File: config.mk
export PLATFORM = sky130hd
export DESIGN_NAME = collision_score
export DESIGN_NICKNAME = d
export VERILOG_FILES = /design/src/rtl/collision_score.sv
export SDC_FILE = /design/constraint.sdc
export NUM_CORES = 1
export LEC_CHECK = 0
export ABC_AREA = 1
export BUFFER_PORTS_ARGS = -buffer_cell sky130_fd_sc_hd__buf_4
export CAP_MARGIN = 40
export CELL_PAD_IN_SITES_DETAIL_PLACEMENT = 2
export CELL_PAD_IN_SITES_GLOBAL_PLACEMENT = 2
export CORE_ASPECT_RATIO = 0.9
export CORE_MARGIN = 2
export CORE_UTILIZATION = 27
export DETAILED_ROUTE_END_ITERATION = 8
export MAX_ROUTING_LAYER = met4
export PLACE_DENSITY = 0.89
export SLEW_MARGIN = 0
export SYNTH_ARGS = -nofsm -noshare
export SYNTH_HDL_FRONTEND = slang
export SYNTH_SLANG_ARGS = --single-unit
File: constraint.sdc
create_clock -name clk3 -period 5.11 [get_ports clk3]
set_input_delay 0.2555 -clock clk3 [delete_from_list [all_inputs] [get_ports clk3]]
set_output_delay 0.2555 -clock clk3 [all_outputs]
set_load 0.01 [all_outputs]
File: src/rtl/collision_score.sv
// collision_score: enemy/dinosaur box collision detection, BCD exit scoring and game FSM (optional hiscore via `HISCORE_EN).
// Latency: input change -> hit after 2 clocks, gameover one clock after hit; slot exits reach score after 2 clocks.
// No backpressure: pause freezes both stages and the score; a fresh stage-1 capture is required after unpause.
module collision_score #(
  parameter int         SLOTS   = 4,     // up to 10 slots: the BCD adder assumes at most one carry per digit
  parameter logic [1:0] ENEMY_T = 2'b01
) (
  input  logic                  clk3,
  input  logic                  reset,
  input  logic                  start,
  input  logic                  pause,
  input  logic [SLOTS*38-1:0]   enemydata,
  input  logic [9:0]            dino_x,
  input  logic [9:0]            dino_y,
  input  logic [7:0]            dino_w,
  input  logic [7:0]            dino_h,
  output logic                  running,
  output logic                  hit,
  output logic                  gameover,
  output logic [15:0]           score,
  output logic [15:0]           hiscore
);

  localparam int SW = 38;

  typedef enum logic [1:0] {
    IDLE = 2'd0,
    RUN  = 2'd1,
    OVER = 2'd2
  } state_t;

  state_t             state_q, state_d;
  logic [SLOTS-1:0]   ovl_q, ovl_d;
  logic [SLOTS-1:0]   exit_q, exit_d;
  logic               s1_vld_q, s1_vld_d;
  logic               hit_q, hit_d;
  logic [15:0]        score_q, score_d;
  logic [2*SLOTS-1:0] prev_type_q, prev_type_d;

  logic [SLOTS-1:0]   ovl_now;
  logic [SLOTS-1:0]   exit_now;
  logic               act;
  logic [4:0]         exit_cnt;
  logic [4:0]         bcd_dsum;
  logic [4:0]         bcd_carry;
  logic [15:0]        score_sum;
  logic [15:0]        score_sat;

  // Per-slot decode: box overlap in 11-bit arithmetic (no wrap) and enemy->empty exit detection.
  for (genvar i = 0; i < SLOTS; i++) begin : g_slot
    logic [1:0] e_type;
    logic [9:0] e_x;
    logic [9:0] e_y;
    logic [7:0] e_w;
    logic [7:0] e_h;
    logic       live;

    assign e_type = enemydata[i*SW      +: 2];
    assign e_x    = enemydata[i*SW + 2  +: 10];
    assign e_y    = enemydata[i*SW + 12 +: 10];
    assign e_w    = enemydata[i*SW + 22 +: 8];
    assign e_h    = enemydata[i*SW + 30 +: 8];
    assign live   = (e_type == ENEMY_T);

    assign ovl_now[i] = live
                     && ({1'b0, e_x}    < ({1'b0, dino_x} + {3'b000, dino_w}))
                     && ({1'b0, dino_x} < ({1'b0, e_x}    + {3'b000, e_w}))
                     && ({1'b0, e_y}    < ({1'b0, dino_y} + {3'b000, dino_h}))
                     && ({1'b0, dino_y} < ({1'b0, e_y}    + {3'b000, e_h}));

    assign exit_now[i] = (prev_type_q[2*i +: 2] == ENEMY_T) && !live;
    assign prev_type_d[2*i +: 2] = e_type;
  end

  // Popcount of registered exits added to the score digit by digit, saturating at 9999.
  always_comb begin
    exit_cnt  = '0;
    bcd_dsum  = '0;
    bcd_carry = '0;
    score_sum = '0;
    for (int i = 0; i < SLOTS; i++) begin
      exit_cnt = exit_cnt + 5'(exit_q[i]);
    end
    bcd_carry = exit_cnt;
    for (int d = 0; d < 4; d++) begin
      bcd_dsum = {1'b0, score_q[4*d +: 4]} + bcd_carry;
      if (bcd_dsum >= 5'd10) begin
        score_sum[4*d +: 4] = 4'(bcd_dsum - 5'd10);
        bcd_carry           = 5'd1;
      end else begin
        score_sum[4*d +: 4] = bcd_dsum[3:0];
        bcd_carry           = 5'd0;
      end
    end
    score_sat = (bcd_carry != 5'd0) ? 16'h9999 : score_sum;
  end

  // Game FSM next state plus the two pipeline stages; a pending hit freezes scoring until OVER.
  always_comb begin
    state_d  = state_q;
    ovl_d    = ovl_q;
    exit_d   = exit_q;
    s1_vld_d = 1'b0;
    hit_d    = 1'b0;
    score_d  = score_q;
    act      = (state_q == RUN) && start && !pause && !hit_q;

    case (state_q)
      IDLE: begin
        if (start) begin
          state_d = RUN;
          score_d = '0;
        end
      end
      RUN: begin
        if (act) begin
          ovl_d    = ovl_now;
          exit_d   = exit_now;
          s1_vld_d = 1'b1;
          if (s1_vld_q) begin
            hit_d   = |ovl_q;
            score_d = score_sat;
          end
        end
        if (hit_q) begin
          state_d = OVER;
        end else if (!start) begin
          state_d = IDLE;
        end
      end
      OVER: begin
        if (!start) begin
          state_d = IDLE;
        end
      end
      default: begin
        state_d = IDLE;
      end
    endcase

    // Outside RUN the stages stay empty so a new game never sees old captures.
    if (state_d != RUN) begin
      ovl_d    = '0;
      exit_d   = '0;
      s1_vld_d = 1'b0;
    end
  end

  // State, pipeline and score registers; previous slot types track the input every clock.
  always_ff @(posedge clk3 or negedge reset) begin
    if (!reset) begin
      state_q     <= IDLE;
      ovl_q       <= '0;
      exit_q      <= '0;
      s1_vld_q    <= 1'b0;
      hit_q       <= 1'b0;
      score_q     <= '0;
      prev_type_q <= '0;
    end else begin
      state_q     <= state_d;
      ovl_q       <= ovl_d;
      exit_q      <= exit_d;
      s1_vld_q    <= s1_vld_d;
      hit_q       <= hit_d;
      score_q     <= score_d;
      prev_type_q <= prev_type_d;
    end
  end

`ifdef HISCORE_EN
  logic [15:0] hiscore_q, hiscore_d;

  // Best score captured on the RUN->OVER edge; BCD digits order the same as binary.
  always_comb begin
    hiscore_d = hiscore_q;
    if ((state_q == RUN) && hit_q && (score_q > hiscore_q)) begin
      hiscore_d = score_q;
    end
  end

  // Hiscore survives games and is cleared only by reset.
  always_ff @(posedge clk3 or negedge reset) begin
    if (!reset) begin
      hiscore_q <= '0;
    end else begin
      hiscore_q <= hiscore_d;
    end
  end

  assign hiscore = hiscore_q;
`else
  assign hiscore = '0;
`endif

  assign running  = (state_q == RUN);
  assign gameover = (state_q == OVER);
  assign hit      = hit_q;
  assign score    = score_q;

endmodule

Word-level counts from Yosys, hierarchy flattened --
Index checks and enable logic that the tools add are counted.
Cells by class: add/sub/neg operators 21, magnitude comparators 20, eq/ne operators 14, muxes and demuxes 29, reduce and logical (&&, ||, !) cells 37
Operator list (number):
- $lt 10x11->1 | 16
- $add 10x8->11 | 10
- $mux 16 | 4
- $mux 4 | 10
- $pmux 16 s2 | 1
- $logic_and 1x1->1 | 23
- $ge 5x4->1 const B | 4
- $eq 2x1->1 const B | 9
- $sub 4x4->4 const B | 4
- $add 4x1->5 | 3
- $mux 1 | 10
- $logic_not 1->1 | 6
- $mux 2 | 3
- $ne 2x1->1 const B | 3
- $pmux 2 s3 | 1
- $reduce_bool 2->1 | 3
- $add 4x4->5 | 1
- $reduce_bool 5->1 | 1
- $add 3x1->4 | 1
- $reduce_and 4->1 | 1
- $reduce_or 4->1 | 1
- $add 2x1->3 | 1
- $add 1x1->2 | 1
- $eq 2x2->1 const B | 1
- other kinds (3) | 3
Storage, ports and cells: register bits 36, input bits 192, word-level logic and storage cells 128

Longest topological paths before layout --
depth in word-level cells 20, mapped depth 34, gate-level depth less buffers 34

Worst setup path before layout --
OpenSTA, ideal clock, no wires.
path type register to register, from reg score_q[0] (netlist: score[0]), to reg score_q[13] (netlist: score[13]), library setup time 121 ps, data arrival time 5537 ps, required time 4989 ps, path slack -548 ps, stages on the path, launching flop included 34, buffers on the path 0, period minus slack after synthesis 5658 ps, cells stage by stage dfrtp_1 -> fa_1 -> fa_1 -> fa_1 -> xor2_1 -> inv_1 -> ha_1 -> o31ai_1 -> nand2_1 -> nand2_1 -> ha_1 -> ha_1 -> xor2_1 -> inv_1 -> ha_1 -> o21ai_0 -> nand2_1 -> nand2_1 -> ha_1 -> ha_1 -> xor2_1 -> inv_1 -> ha_1 -> o21ai_0 -> nand2_1 -> nand2_1 -> ha_1 -> ha_1 -> a21boi_0 -> o21ai_0 -> nand2_1 -> inv_1 -> nor2_4 -> a22o_1
On the way: longest elaborated chain between the ends 17, elaborated cells on any way between the ends 19, those cells by class 5 x add/sub; 4 x order compare; 9 x mux; 1 x reduce/logical
RTL lines:
- start: declaration | RTL line 37 | logic [15:0] score_q, score_d;
- start signal: assignment | RTL line 165 | score_q <= score_d;
- $add 4x4->5 * | RTL line 86 | bcd_dsum = {1'b0, score_q[4*d +: 4]} + bcd_carry;
- $ge 5x4->1 * | RTL line 87 | if (bcd_dsum >= 5'd10) begin
- $mux 1 * | RTL line 87
- $add 4x1->5 * | RTL line 86
- $ge 5x4->1 * | RTL line 87
- $mux 1 * | RTL line 87
- $add 4x1->5 * | RTL line 86
- $ge 5x4->1 * | RTL line 87
- $mux 1 * | RTL line 87
- $add 4x1->5 * | RTL line 86
- $ge 5x4->1 | RTL line 87
- $mux 1 | RTL line 87
- $reduce_bool 5->1 | RTL line 95 | score_sat = (bcd_carry != 5'd0) ? 16'h9999 : score_sum;
- $mux 16 * | RTL line 95
- $mux 16 * | RTL line 120 | if (s1_vld_q) begin
- $mux 16 * | RTL line 116 | if (act) begin
- $pmux 16 s2 * | RTL line 108 | case (state_q)
Every way passes the cells marked *; elsewhere a longest branch is shown, timed or not. The select of a mux whose other input is x is not followed. A chain may end at the register's enable or synchronous reset.

Worst setup path after layout --
from reg exit_q[2], to reg score_q[13] (netlist: score[13])
On the way: longest elaborated chain between the ends 19, elaborated cells on any way between the ends 21, those cells by class 7 x add/sub; 4 x order compare; 9 x mux; 1 x reduce/logical
RTL lines:
- start: declaration | RTL line 34 | logic [SLOTS-1:0] exit_q, exit_d;
- start signal: assignment | RTL line 162 | exit_q <= exit_d;
- $add 2x1->3 * | RTL line 82 | exit_cnt = exit_cnt + 5'(exit_q[i]);
- $add 3x1->4 * | RTL line 82
- $add 4x4->5 * | RTL line 86
- $ge 5x4->1 * | RTL line 87
- $mux 1 * | RTL line 87
- $add 4x1->5 * | RTL line 86
- $ge 5x4->1 * | RTL line 87
- $mux 1 * | RTL line 87
- [... 3 more ...]
- $add 4x1->5 * | RTL line 86
- $ge 5x4->1 | RTL line 87
- $mux 1 | RTL line 87
- $reduce_bool 5->1 | RTL line 95
- $mux 16 * | RTL line 95
- $mux 16 * | RTL line 120
- $mux 16 * | RTL line 116
- $pmux 16 s2 * | RTL line 108
Marked as above.

==> load_flow_metrics.sql <==
INSERT INTO impl_metrics (metric_group, metric, value, unit) VALUES
('run_status', 'status', 'complete, but fails checks', ''),
('run_status', 'violations', 'setup timing', ''),
('critical_path', 'worstSetupPathDepth', '34', ''),
('route', 'number_of_detailed_route_iterations_in_the_first_pass', '4', ''),
('critical_path', 'rr_endpoint', 'score[13]', ''),
('floorplan', 'floorplan.initialDensity', '0.274', ''),
('sta', 'setup_viol_count_final', '16', ''),
('cells_and_area', 'final_net_count', '2051', ''),
('grt', 'met3_usage', '0.0135', ''),
('grt', 'grt_pass1_wl', '57600', 'um'),
('placement', 'numPortBuffers', '210', ''),
('cells_and_area', 'multi_input_comb_area', '7570', 'um2'),
('grt', 'grt.total_usage', '0.214', ''),
('grt', 'grt_start_max_net_pins', '37', ''),
('sta', 'setup_slack', '-0.827', 'ns'),
('route', 'vias', '10000', ''),
('power_and_ir_drop', 'power.share.switching', '0.478', ''),
('sta', 'final_critical_path_time_including_i_o_delays_and_setup', '5.94', 'ns'),
('critical_path', 'path_max_fanout', '4', ''),
('synthesis', 'synth_cell_types', '41', ''),
('sta', 'fmax', '168', 'MHz'),
('power_and_ir_drop', 'power_frac_seq', '0.150', ''),
('power_and_ir_drop', 'ir_worst_vdd', '0.103', 'mV'),
('cells_and_area', 'register_area', '901', 'um2'),
('grt', 'groute.layer.met1.usage', '0.249', ''),
('route', 'detail_route.wirelength', '38200', 'um'),
('sta', 'hold_violations', '0', ''),
('grt', 'globalRouteMet2Util', '0.398', ''),
('cells_and_area', 'fin_util', '0.366', ''),
('synthesis', 'synth_top_area_frac', '0.325', ''),
('critical_path', 'setup_slack_of_the_most_critical_reg_to_reg_path', '-0.83', 'ns'),
('clock_tree', 'num_cts_buffers', '5', ''),
('cells_and_area', 'drive_above_1_share', '0.212', ''),
('critical_path', 'worst_r2r_startpoint', 'exit_q[2]', ''),
('floorplan', 'top_level_ports', '227', ''),
('floorplan', 'core_area', '32900', 'um2'),
('power_and_ir_drop', 'power.share.combinational', '0.696', ''),
('power_and_ir_drop', 'power.clock.fraction', '0.154', ''),
('cells_and_area', 'final.fill_count', '3935', ''),
('run', 'cap_viol_max_count', '0', ''),
('critical_path', 'crit_family', 'adder cells', ''),
('power_and_ir_drop', 'powerDensity', '163', 'nW/um2'),
('critical_path', 'critPathBufInv', '6', ''),
('critical_path', 'worst-endpoint-arrival', '6.12', 'ns'),
('clock_tree', 'clk-insertion-delay-late', '0.29', 'ns'),
('sta', 'slew_at_the_pin_closest_to_its_max_slew_limit', '0.673', 'ns'),
('grt', 'number_of_global_route_vias_before_repair', '11200', ''),
('sta', 'timing.clock.skew', '0.00888', 'ns'),
('sta', 'final_min_period_over_clock_period', '1.16', ''),
('sta', 'timing.slew.headroom', '0.548', ''),
('power_and_ir_drop', 'total_internal_power', '1.02', 'mW'),
('critical_path', 'ff2ff_path_depth', '34', ''),
('route', 'drt_iter0_drc', '284', ''),
('critical_path', 'req_time_crit_path', '5.29', 'ns'),
('clock_tree', 'cts.path.max_buffers', '2', ''),
('grt', 'initial_antenna_violation_count', '5', ''),
('grt', 'global_route.overflow_total', '0', ''),
('floorplan', 'design.die.area', '34800', 'um2'),
('synthesis', 'syn-mean-instance-area', '6.78', 'um2'),
('critical_path', 'crit_end', 'score[13]', ''),
('grt', 'globalRoute.busiestLayer', 'met2', ''),
('synthesis', 'synth.cell_area', '9010', 'um2'),
('critical_path', 'critical_path.startpoint', 'exit_q[2]', ''),
('cells_and_area', 'area_delta_synth_final', '33.6', '%'),
('worst_hold_path', 'holdCritPathClass', 'primary input to register', ''),
('clock_tree', 'cts-root-buf', 'sky130_fd_sc_hd__clkbuf_16', ''),
('clock_tree', 'h_tree_lvl_count', '2', ''),
('route', 'avgViaCountPerCell', '4.92', ''),
('synthesis', 'synth.top_cells.by_area', 'sky130_fd_sc_hd__ha_1 32%, sky130_fd_sc_hd__nand2_1 17%, sky130_fd_sc_hd__dfrtp_1 10%', ''),
('clock_tree', 'clk_pin_slew_worst_paths', '0.06', 'ns'),
('sta', 'setup_repair_after_global_routing_missed_its_margin', 'true', '');
## layout make-up
| class | instances | area share |
|---|---|---|
| repair buffers | 279 | 0.177 |
| multi-input cells | 1088 | 0.629 |
| inverters | 202 | 0.0638 |
| diodes | 5 | 0.00104 |
| well taps | 422 | 0.0439 |
| clock inverters | 1 | 0.000416 |
| clock buffers | 6 | 0.0107 |
| flip-flops and latches | 36 | 0.0749 |
## worst min-delay path by stage
stage,start,endpoint,slack [ns],depth (start not counted)
floorplan,reset,exit_q[0],-0.04,0
global placement,reset,state_q[1],0.25,1
detailed placement,reset,state_q[1],0.26,1
CTS,enemydata[39],prev_type_q[3],0.09,1
global route,enemydata[1],prev_type_q[1],0.08,1
finish,enemydata[39],prev_type_q[3],0.08,1
## synth_stat cells
cell type and n:
sky130_fd_sc_hd__a211oi_1 6, sky130_fd_sc_hd__a21boi_0 1, sky130_fd_sc_hd__a21o_1 6, sky130_fd_sc_hd__a21oi_1 130, sky130_fd_sc_hd__a22o_1 2, sky130_fd_sc_hd__and3_1 1
sky130_fd_sc_hd__buf_4 16, sky130_fd_sc_hd__buf_6 2, sky130_fd_sc_hd__conb_1 1, sky130_fd_sc_hd__dfrtp_1 36, sky130_fd_sc_hd__fa_1 13, sky130_fd_sc_hd__ha_1 234
sky130_fd_sc_hd__inv_1 200, sky130_fd_sc_hd__inv_2 1, sky130_fd_sc_hd__inv_4 1, sky130_fd_sc_hd__nand2_1 411, sky130_fd_sc_hd__nand2_2 2, sky130_fd_sc_hd__nand2_4 1
sky130_fd_sc_hd__nand3_1 55, sky130_fd_sc_hd__nand3b_1 3, sky130_fd_sc_hd__nand4_1 7, sky130_fd_sc_hd__nor2_1 42, sky130_fd_sc_hd__nor2_2 1, sky130_fd_sc_hd__nor2_4 1
sky130_fd_sc_hd__nor3_1 10, sky130_fd_sc_hd__nor3b_1 1, sky130_fd_sc_hd__nor4_1 1, sky130_fd_sc_hd__o211ai_1 3, sky130_fd_sc_hd__o21a_1 3, sky130_fd_sc_hd__o21ai_0 25
sky130_fd_sc_hd__o21ai_1 11, sky130_fd_sc_hd__o21ai_2 1, sky130_fd_sc_hd__o21bai_1 10, sky130_fd_sc_hd__o22ai_1 1, sky130_fd_sc_hd__o311ai_0 1, sky130_fd_sc_hd__o31ai_1 1
sky130_fd_sc_hd__o41ai_1 1, sky130_fd_sc_hd__or2_0 2, sky130_fd_sc_hd__or2_2 1, sky130_fd_sc_hd__xnor2_1 31, sky130_fd_sc_hd__xor2_1 53
## kinds of logic after synthesis
kind of cell	synth area share
and+or+nand+nor	0.241
xor gates and xnor gates	0.0817
other	0.000416
buffers and inverters	0.100
DFF	0.100
AOI/OAI and AO/OA	0.123
adders and majority gates	0.354
## cells in the final DEF, fill, tap and decap left out, types with 8 or more instances in the layout
cell type                  synthesis  final
sky130_fd_sc_hd__conb_1            1     16
sky130_fd_sc_hd__nor3_1           10     10
sky130_fd_sc_hd__nand3_1          55     54
sky130_fd_sc_hd__ha_4              0      9
sky130_fd_sc_hd__inv_1           200    193
sky130_fd_sc_hd__o21bai_1         10     10
sky130_fd_sc_hd__nand2_1         411    405
sky130_fd_sc_hd__o21ai_0          25     15
sky130_fd_sc_hd__ha_1            234    225
sky130_fd_sc_hd__a21oi_1         130    129
sky130_fd_sc_hd__o21ai_2           1     12
sky130_fd_sc_hd__xnor2_1          31     30
sky130_fd_sc_hd__nor2_1           42     41
sky130_fd_sc_hd__o21ai_1          11      9
sky130_fd_sc_hd__dfrtp_1          36     36
sky130_fd_sc_hd__nand2_2           2      8
sky130_fd_sc_hd__buf_4            16    273
sky130_fd_sc_hd__fa_1             13     11
sky130_fd_sc_hd__xor2_1           53     50
## registers in the layout (all words and copies together), names as in the netlist
signal,flops
s1_vld_q,1
score,16
exit_q,4
prev_type_q,8
ovl_q,4
hit,1
state_q,2
## per-layer routing
metal  share of wire  vias up
li1                -     4889
met1            0.43     4911
met2            0.52      181
met3           0.025       49
met4           0.025        0
met5               0        -
## through the flow
stage	power [mW]	area [um2]	setup slack, ns	hold WS, ns	setup TNS [ns]
floorplan	1.17	9140	-0.199	-0.0401	-2.15
global placement	1.54	11200	-0.431	0.249	-5.74
detailed placement	1.67	11200	-0.859	0.258	-12.66
CTS	1.97	11700	-0.484	0.0868	-6.63
global route	2.18	12000	-1.07	0.0810	-15.98
finish	1.96	12000	-0.827	0.0813	-12.06
## power groups by stage
stage	Combinational [mW]	Sequential, mW	Clock [mW]
final	1.36	0.294	0.302
after global routing	1.57	0.294	0.314
after CTS	1.38	0.294	0.297
after detailed placement	1.37	0.299	0
after global placement	1.24	0.298	0
after floorplan	0.867	0.298	0
## repair_timing
| item | in CTS | in global routing |
|---|---|---|
| pin swaps | 21 | 25 |
| endpoints found under the setup margin | 16 | 16 |
| endpoints found under the hold margin | 36 | 0 |
| setup buffers | 33 | 21 |
| hold buffers | 1 | 0 |
| gates resized for setup | 21 | 42 |
Power figures use the tool's default switching activity.
